==> config.mk <==
export PLATFORM = sky130hd
export DESIGN_NAME = shift_seq_flat
export DESIGN_NICKNAME = d
export VERILOG_FILES = /design/src/rtl/shift_seq_if.sv /design/src/rtl/shift_seq.sv /design/src/flat_wrapper.sv
export SDC_FILE = /design/constraint.sdc
export NUM_CORES = 1
export LEC_CHECK = 0
export CORE_AREA = 2 2 93 95
export DETAILED_ROUTE_END_ITERATION = 8
export DIE_AREA = 0 0 95 97
export MAX_ROUTING_LAYER = met4
export PLACE_DENSITY = 0.56
export SYNTH_ARGS = -nofsm -noshare
export SYNTH_HDL_FRONTEND = slang
export SYNTH_SLANG_ARGS = --single-unit
==> constraint.sdc <==
create_clock -name clk -period 2.4 [get_ports clk]
set_input_delay 0.48 -clock clk [delete_from_list [all_inputs] [get_ports clk]]
set_output_delay 0.48 -clock clk [all_outputs]
set_load 0.02 [all_outputs]
==> src/rtl/shift_seq_if.sv <==
// rtl/shift_seq_if.sv - request/result bundle for the two-port shift sequencer
//
// Signals:
//   req0_*/req1_* : per-requester operation (vld, data[15:0], cnt[3:0], op[1:0]) and rdy
//   res_vld/res_data/res_id/res_rdy : result handshake toward the consumer
//   busy          : sequencer is not idle
// Modports:
//   master : requester/consumer side (drives requests and res_rdy)
//   slave  : the sequencer itself
interface shift_seq_if;
    logic        req0_vld;
    logic [15:0] req0_data;
    logic [3:0]  req0_cnt;
    logic [1:0]  req0_op;
    logic        req0_rdy;

    logic        req1_vld;
    logic [15:0] req1_data;
    logic [3:0]  req1_cnt;
    logic [1:0]  req1_op;
    logic        req1_rdy;

    logic        res_vld;
    logic [15:0] res_data;
    logic        res_id;
    logic        res_rdy;

    logic        busy;

    modport master (
        output req0_vld, req0_data, req0_cnt, req0_op,
        output req1_vld, req1_data, req1_cnt, req1_op,
        output res_rdy,
        input  req0_rdy, req1_rdy,
        input  res_vld, res_data, res_id,
        input  busy
    );

    modport slave (
        input  req0_vld, req0_data, req0_cnt, req0_op,
        input  req1_vld, req1_data, req1_cnt, req1_op,
        input  res_rdy,
        output req0_rdy, req1_rdy,
        output res_vld, res_data, res_id,
        output busy
    );
endinterface

==> src/rtl/shift_seq.sv <==
// rtl/shift_seq.sv - two-requester round-robin 16-bit shift sequencer
//
// Ports:
//   clk   : clock, all state changes on the rising edge
//   rst_n : asynchronous active-low reset
//   bus   : shift_seq_if.slave (requests, result handshake, busy)
// Operations (op): 00 SLL, 01 SRL, 10 ROL, 11 SRA, shift amount cnt 0..15.
// Optional build macro: SHIFT_SEQ_FAST_EN - whole shift computed on accept,
// result valid one cycle after accept for every cnt; otherwise one bit per cycle.
module shift_seq (
    input  logic        clk,
    input  logic        rst_n,
    shift_seq_if.slave  bus
);

    typedef enum logic [1:0] {
        IDLE  = 2'd0,
        SHIFT = 2'd1,
        DONE  = 2'd2
    } state_t;

    state_t      state_q;
    state_t      state_d;

    logic        last_q;     // requester granted most recently
    logic        grant;      // requester offered rdy while idle
    logic [15:0] work_q;     // operand being shifted in SHIFT
    logic [3:0]  rem_q;      // steps still to apply
    logic [1:0]  op_q;
    logic        id_q;
    logic [15:0] res_data_q;
    logic        res_id_q;

    logic        accept;
    logic [15:0] in_data;
    logic [3:0]  in_cnt;
    logic [1:0]  in_op;

    // One 1-bit step of the selected operation.
    function automatic logic [15:0] step(input logic [15:0] d, input logic [1:0] op);
        logic [15:0] r;
        case (op)
            2'b00:   r = {d[14:0], 1'b0};
            2'b01:   r = {1'b0, d[15:1]};
            2'b10:   r = {d[14:0], d[15]};
            default: r = {d[15], d[15:1]};
        endcase
        return r;
    endfunction

`ifdef SHIFT_SEQ_FAST_EN
    // Full cnt-bit shift in one pass; rotate takes the upper half of a
    // doubled word so cnt==0 needs no special case.
    function automatic logic [15:0] full_shift(input logic [15:0] d, input logic [1:0] op,
                                               input logic [3:0] c);
        logic [31:0] dd;
        logic [15:0] r;
        dd = {d, d} << c;
        case (op)
            2'b00:   r = d << c;
            2'b01:   r = d >> c;
            2'b10:   r = dd[31:16];
            default: r = 16'($signed(d) >>> c);
        endcase
        return r;
    endfunction
`endif

    // Round-robin: a sole requester wins, a tie goes to the one not served last.
    // With no requester the pointer choice is harmless since nothing transfers.
    always_comb begin
        grant = ~last_q;
        if (bus.req0_vld && !bus.req1_vld) begin
            grant = 1'b0;
        end else if (bus.req1_vld && !bus.req0_vld) begin
            grant = 1'b1;
        end
    end

    assign bus.req0_rdy = (state_q == IDLE) && (grant == 1'b0);
    assign bus.req1_rdy = (state_q == IDLE) && (grant == 1'b1);

    assign accept  = (bus.req0_vld && bus.req0_rdy) || (bus.req1_vld && bus.req1_rdy);
    assign in_data = grant ? bus.req1_data : bus.req0_data;
    assign in_cnt  = grant ? bus.req1_cnt  : bus.req0_cnt;
    assign in_op   = grant ? bus.req1_op   : bus.req0_op;

    assign bus.res_vld  = (state_q == DONE);
    assign bus.busy     = (state_q != IDLE);
    assign bus.res_data = res_data_q;
    assign bus.res_id   = res_id_q;

    always_ff @(posedge clk or negedge rst_n) begin
        if (!rst_n) begin
            state_q <= IDLE;
        end else begin
            state_q <= state_d;
        end
    end

    always_comb begin
        state_d = state_q;
        case (state_q)
            IDLE: begin
                if (accept) begin
`ifdef SHIFT_SEQ_FAST_EN
                    state_d = DONE;
`else
                    state_d = (in_cnt == 4'd0) ? DONE : SHIFT;
`endif
                end
            end
            SHIFT: begin
                // The final step lands in the same edge that enters DONE.
                if (rem_q == 4'd1) begin
                    state_d = DONE;
                end
            end
            DONE: begin
                if (bus.res_rdy) begin
                    state_d = IDLE;
                end
            end
            default: state_d = IDLE;
        endcase
    end

    always_ff @(posedge clk or negedge rst_n) begin
        if (!rst_n) begin
            last_q     <= 1'b1;
            work_q     <= 16'h0000;
            rem_q      <= 4'd0;
            op_q       <= 2'b00;
            id_q       <= 1'b0;
            res_data_q <= 16'h0000;
            res_id_q   <= 1'b0;
        end else begin
            case (state_q)
                IDLE: begin
                    if (accept) begin
                        last_q <= grant;
                        id_q   <= grant;
                        op_q   <= in_op;
                        work_q <= in_data;
`ifdef SHIFT_SEQ_FAST_EN
                        rem_q      <= 4'd0;
                        res_data_q <= full_shift(in_data, in_op, in_cnt);
                        res_id_q   <= grant;
`else
                        rem_q <= in_cnt;
                        if (in_cnt == 4'd0) begin
                            res_data_q <= in_data;
                            res_id_q   <= grant;
                        end
`endif
                    end
                end
                SHIFT: begin
                    work_q <= step(work_q, op_q);
                    rem_q  <= rem_q - 4'd1;
                    if (rem_q == 4'd1) begin
                        res_data_q <= step(work_q, op_q);
                        res_id_q   <= id_q;
                    end
                end
                default: begin
                end
            endcase
        end
    end

endmodule

==> src/flat_wrapper.sv <==
// flat-port wrapper written by rule: the top's interface ports become plain ports
module shift_seq_flat 
  (clk, rst_n, bus_req0_vld, bus_req0_data, bus_req0_cnt, bus_req0_op, bus_req1_vld, bus_req1_data, bus_req1_cnt, bus_req1_op, bus_res_rdy, bus_req0_rdy, bus_req1_rdy, bus_res_vld, bus_res_data, bus_res_id, bus_busy);
  shift_seq_if bus_i ();
  input  logic clk;
  input  logic rst_n;
  input wire logic [$bits(bus_i.req0_vld)-1:0] bus_req0_vld;
  input wire logic [$bits(bus_i.req0_data)-1:0] bus_req0_data;
  input wire logic [$bits(bus_i.req0_cnt)-1:0] bus_req0_cnt;
  input wire logic [$bits(bus_i.req0_op)-1:0] bus_req0_op;
  input wire logic [$bits(bus_i.req1_vld)-1:0] bus_req1_vld;
  input wire logic [$bits(bus_i.req1_data)-1:0] bus_req1_data;
  input wire logic [$bits(bus_i.req1_cnt)-1:0] bus_req1_cnt;
  input wire logic [$bits(bus_i.req1_op)-1:0] bus_req1_op;
  input wire logic [$bits(bus_i.res_rdy)-1:0] bus_res_rdy;
  output wire logic [$bits(bus_i.req0_rdy)-1:0] bus_req0_rdy;
  output wire logic [$bits(bus_i.req1_rdy)-1:0] bus_req1_rdy;
  output wire logic [$bits(bus_i.res_vld)-1:0] bus_res_vld;
  output wire logic [$bits(bus_i.res_data)-1:0] bus_res_data;
  output wire logic [$bits(bus_i.res_id)-1:0] bus_res_id;
  output wire logic [$bits(bus_i.busy)-1:0] bus_busy;
  assign bus_i.req0_vld = bus_req0_vld;
  assign bus_i.req0_data = bus_req0_data;
  assign bus_i.req0_cnt = bus_req0_cnt;
  assign bus_i.req0_op = bus_req0_op;
  assign bus_i.req1_vld = bus_req1_vld;
  assign bus_i.req1_data = bus_req1_data;
  assign bus_i.req1_cnt = bus_req1_cnt;
  assign bus_i.req1_op = bus_req1_op;
  assign bus_i.res_rdy = bus_res_rdy;
  assign bus_req0_rdy = bus_i.req0_rdy;
  assign bus_req1_rdy = bus_i.req1_rdy;
  assign bus_res_vld = bus_i.res_vld;
  assign bus_res_data = bus_i.res_data;
  assign bus_res_id = bus_i.res_id;
  assign bus_busy = bus_i.busy;
  shift_seq u_core (.clk(clk), .rst_n(rst_n), .bus(bus_i));
endmodule
==> flow_summary.ini, run 1 <==
[synth]
seq_area_frac_synth_pct = 38.28
syn_area_um2 = 2814
ys_seq_elements = 43
synth_nets = 361
postSynthCellCount = 310
syn_avg_cell_area_um2 = 9.077
synth_cell_types = 37
yosysWarningCount = 0

[pwr]
clock_power_share_pct = 9.1
seqPwrFrac_pct = 26.4
power_w = 0.005641
p_int_w = 0.003039
p_per_area_nw_per_um2 = 1463
p_leak_nw = 1.522
switching_share_pct = 46.12
ir_drop_mv = 0.5658
pwr-share-comb_pct = 64.5
switchingPower_w = 0.002601

[sta]
clock.fmax_mhz = 449.0
tns_ns = 0
hold_slack_ns = 0.1706
layout_setup_ws_ns = 0.1727
fin_crit_ns = 2.227
clock_skew_ns = 0.01160
drv_slew = 0
worst_pin_slew_ns = 0.6860
relSlewSlack_pct = 54.27
hold_viol = 0
rsz0062_at_grt = no
period_share_pct = 92.80
setup_viol = 0

[drt]
dr_total_vias = 2710
wl_um = 8546
route.detailed.drc = 0
dr.pass1.iters = 4
drtIter0Drc = 126
viasPerCell = 5.464
ant_nets = 0
wl_per_cell_um = 17.23

[worst_hold_path]
min_path_type = in2async

[finish]
syn_to_final_growth_pct = 37.04
regArea_um2 = 1077
final_common_cell = clkdlybuf4s50_1
diodes = 0
drive_gt1_share_pct = 18.93
multiInputGateArea_um2 = 1587
layout_common_cells = 66 x clkdlybuf4s50_1, 56 x nand2_1, 53 x o211ai_1, 42 x dfrtp_1, 32 x buf_4
fill_cells = 799
final_area_um2 = 3856
nets = 441

[clock_network]
tritoncts = built
postCtsHoldBufs = 0
numCtsBuffers = 5
ctsLongestPathBuffers = 2
insertion_delay_ns = 0.31
htreeDepth = 2
clock_sinks = 43
root_buffer = clkbuf_8
path_clk_slew_ns = 0.09

[placement]
dp_slack_ns = -0.1248
gp_congestion = 0.8483
dp_hpwl_um = 6273
placed_area_um2 = 3760
io_buffers = 69

[floorplan]
die-area_um2 = 9215
coreArea_um2 = 8134
fp.dieW_um = 95
initial_utilization_pct = 34.59
die_y_um = 97
num_rows = 33
ios = 70

[global_route]
grt_max_degree = 24
grt_pass1_vias = 2763
antenna_found_initial = 0
track_usage_pct = 19.91
grt_pass1_wl_um = 14050
grt.overflow.total = 0

[worst_setup_path]
critPathKind = in2out
cp_slowest_cell = clkdlybuf4s50_1
start_kind = input port
crit_fanout = 3
crit_required_ns = 1.92
slowest_delay_ns = 0.52
cp.arrival_ns = 1.75
cp_cell_sequence = clkdlybuf4s50_1, nand2b_2, a21oi_2, and2_1, dlygate4sd2_1
endpoint_kind = primary output

[status]
outcome = finished clean

[job]
maxCapViolCount = 0
[power by group through the flow]
stage	Clock (W)	Sequential (W)	Combinational, W
floorplan	0	0.00156	0.00232
global placement	0	0.00149	0.00361
detailed placement	0	0.00149	0.00367
CTS	0.000526	0.00148	0.00367
global route	0.000551	0.00154	0.00403
finish	0.000514	0.00149	0.00364
[layer usage]
| layer | track usage (%) | share of wire [%] | routed length, µm |
|---|---|---|---|
| met2 | 30.61 | 46 | 3901 |
| met5 | - | 0 | 0 |
| met1 | 27.04 | 47 | 4038 |
| met3 | 3.349 | 5.0 | 431 |
| met4 | 5.574 | 2.0 | 174 |
[synth_stat cells]
master      n  area, µm²
a31oi_1     2      12.51
dfstp_2     1      26.28
nand2b_1   21      131.4
nor2_1      7      26.28
a211oi_1    5      37.54
o211ai_1   53      397.9
nand2b_2    1      8.760
and3_1      1      6.260
o2111ai_1  16      140.1
o21bai_1    1      7.510
and2_1      3      18.77
o21ai_0     4      20.02
a21oi_1     8      40.04
nand3_1     1      5.000
nor3_1      2      10.01
buf_2       9      45.04
mux2_2     16      180.2
a21o_1      1      7.510
o31ai_1     2      15.01
nor3b_1     2      15.01
mux2i_1     2      20.02
nand2_1    56      210.2
buf_1       4      15.01
nor2b_1     4      25.02
o21a_1      2      15.01
ha_1        2      25.02
o22ai_2     2      25.02
dfrtp_1    42       1051
o311ai_0    1      8.760
inv_1       5      18.77
or2_2       1      6.260
o22ai_1     5      31.28
clkbuf_1   14      52.55
a211o_1     2      17.52
buf_6       2      22.52
o211ai_2    9      112.6
nor2_2      1      6.260
[path summary, 6_finish.rpt]
path                                   start                      to  slack [ns]  depth (start not counted)
max                             bus_req1_vld            bus_req1_rdy        0.17                          5
min                                    rst_n         u_core.rem_q[1]        0.17                          1
max reg2reg                u_core.state_q[0]       u_core.bus.res_id        0.31                          9
min reg2reg                 u_core.work_q[0]        u_core.work_q[0]        0.53                          1
max in group asynchronous              rst_n  u_core.bus.res_data[3]        1.63                          2
min in group clk            u_core.work_q[0]        u_core.work_q[0]        0.53                          1
[logic make-up (layout without fill, tap and decap cells)]
| kind of cell | after synthesis | after routing | share of synthesized area [%] |
|---|---|---|---|
| buffers and inverters | 34 | 115 | 5.469 |
| multiplexers | 18 | 18 | 7.114 |
| AO/OA/AOI/OAI | 113 | 113 | 31.57 |
| adder cells (fa/ha/maj) | 2 | 2 | 0.8891 |
| AND/OR/NAND/NOR | 100 | 100 | 16.67 |
| flip-flops | 43 | 43 | 38.28 |
[metrics by stage]
step	utilization, %	cells
2_1_floorplan	-	310
3_3_place_gp	46.22	488
3_5_place_dp	46.22	488
4_1_cts	47.38	496
5_1_grt	47.41	496
6_report	47.41	496
[sequential cells by signal, indices dropped and copies added, names as in the netlist]
signal and count:
u_core.bus.res_data 16, u_core.work_q 16, u_core.rem_q 4, u_core.op_q 2, u_core.state_q 2, u_core.bus.res_id 1, u_core.id_q 1, u_core.last_q 1
[final cells by class]
cell class | instances | area share, %
Clock buffer | 5 | 1.785
Clock inverter | 3 | 0.6814
Inverter | 5 | 0.4867
Multi-Input combinational cell | 233 | 41.14
Sequential cell | 43 | 27.94
Tap cell | 105 | 3.407
Timing Repair Buffer | 102 | 24.56
[worst max-delay path: cells and delay by family]
family	cells	cell delay, ns
compound gates	1	0.19
simple gates	2	0.23
buf+inv	2	0.84
[timing repair]
item / 4_1_cts / 5_1_grt
pin swaps: 0 / 0
resized for setup: 1 / 1
buffers inserted: 0 / 0
endpoints found under the setup margin: 1 / 1
Note: power is estimated with default switching activity, not from simulation.
==> inputs of run 2 (changes only) <==
--- a/config.mk
+++ b/config.mk
@@ -6,6 +6,7 @@
 export NUM_CORES = 1
 export LEC_CHECK = 0
 export CORE_AREA = 2 2 93 95
+export CTS_CLUSTER_SIZE = 10
 export DETAILED_ROUTE_END_ITERATION = 8
 export DIE_AREA = 0 0 95 97
 export MAX_ROUTING_LAYER = met4
==> results of run 2 <==
Final layout, timing and power as in run 1 (identical DEF).
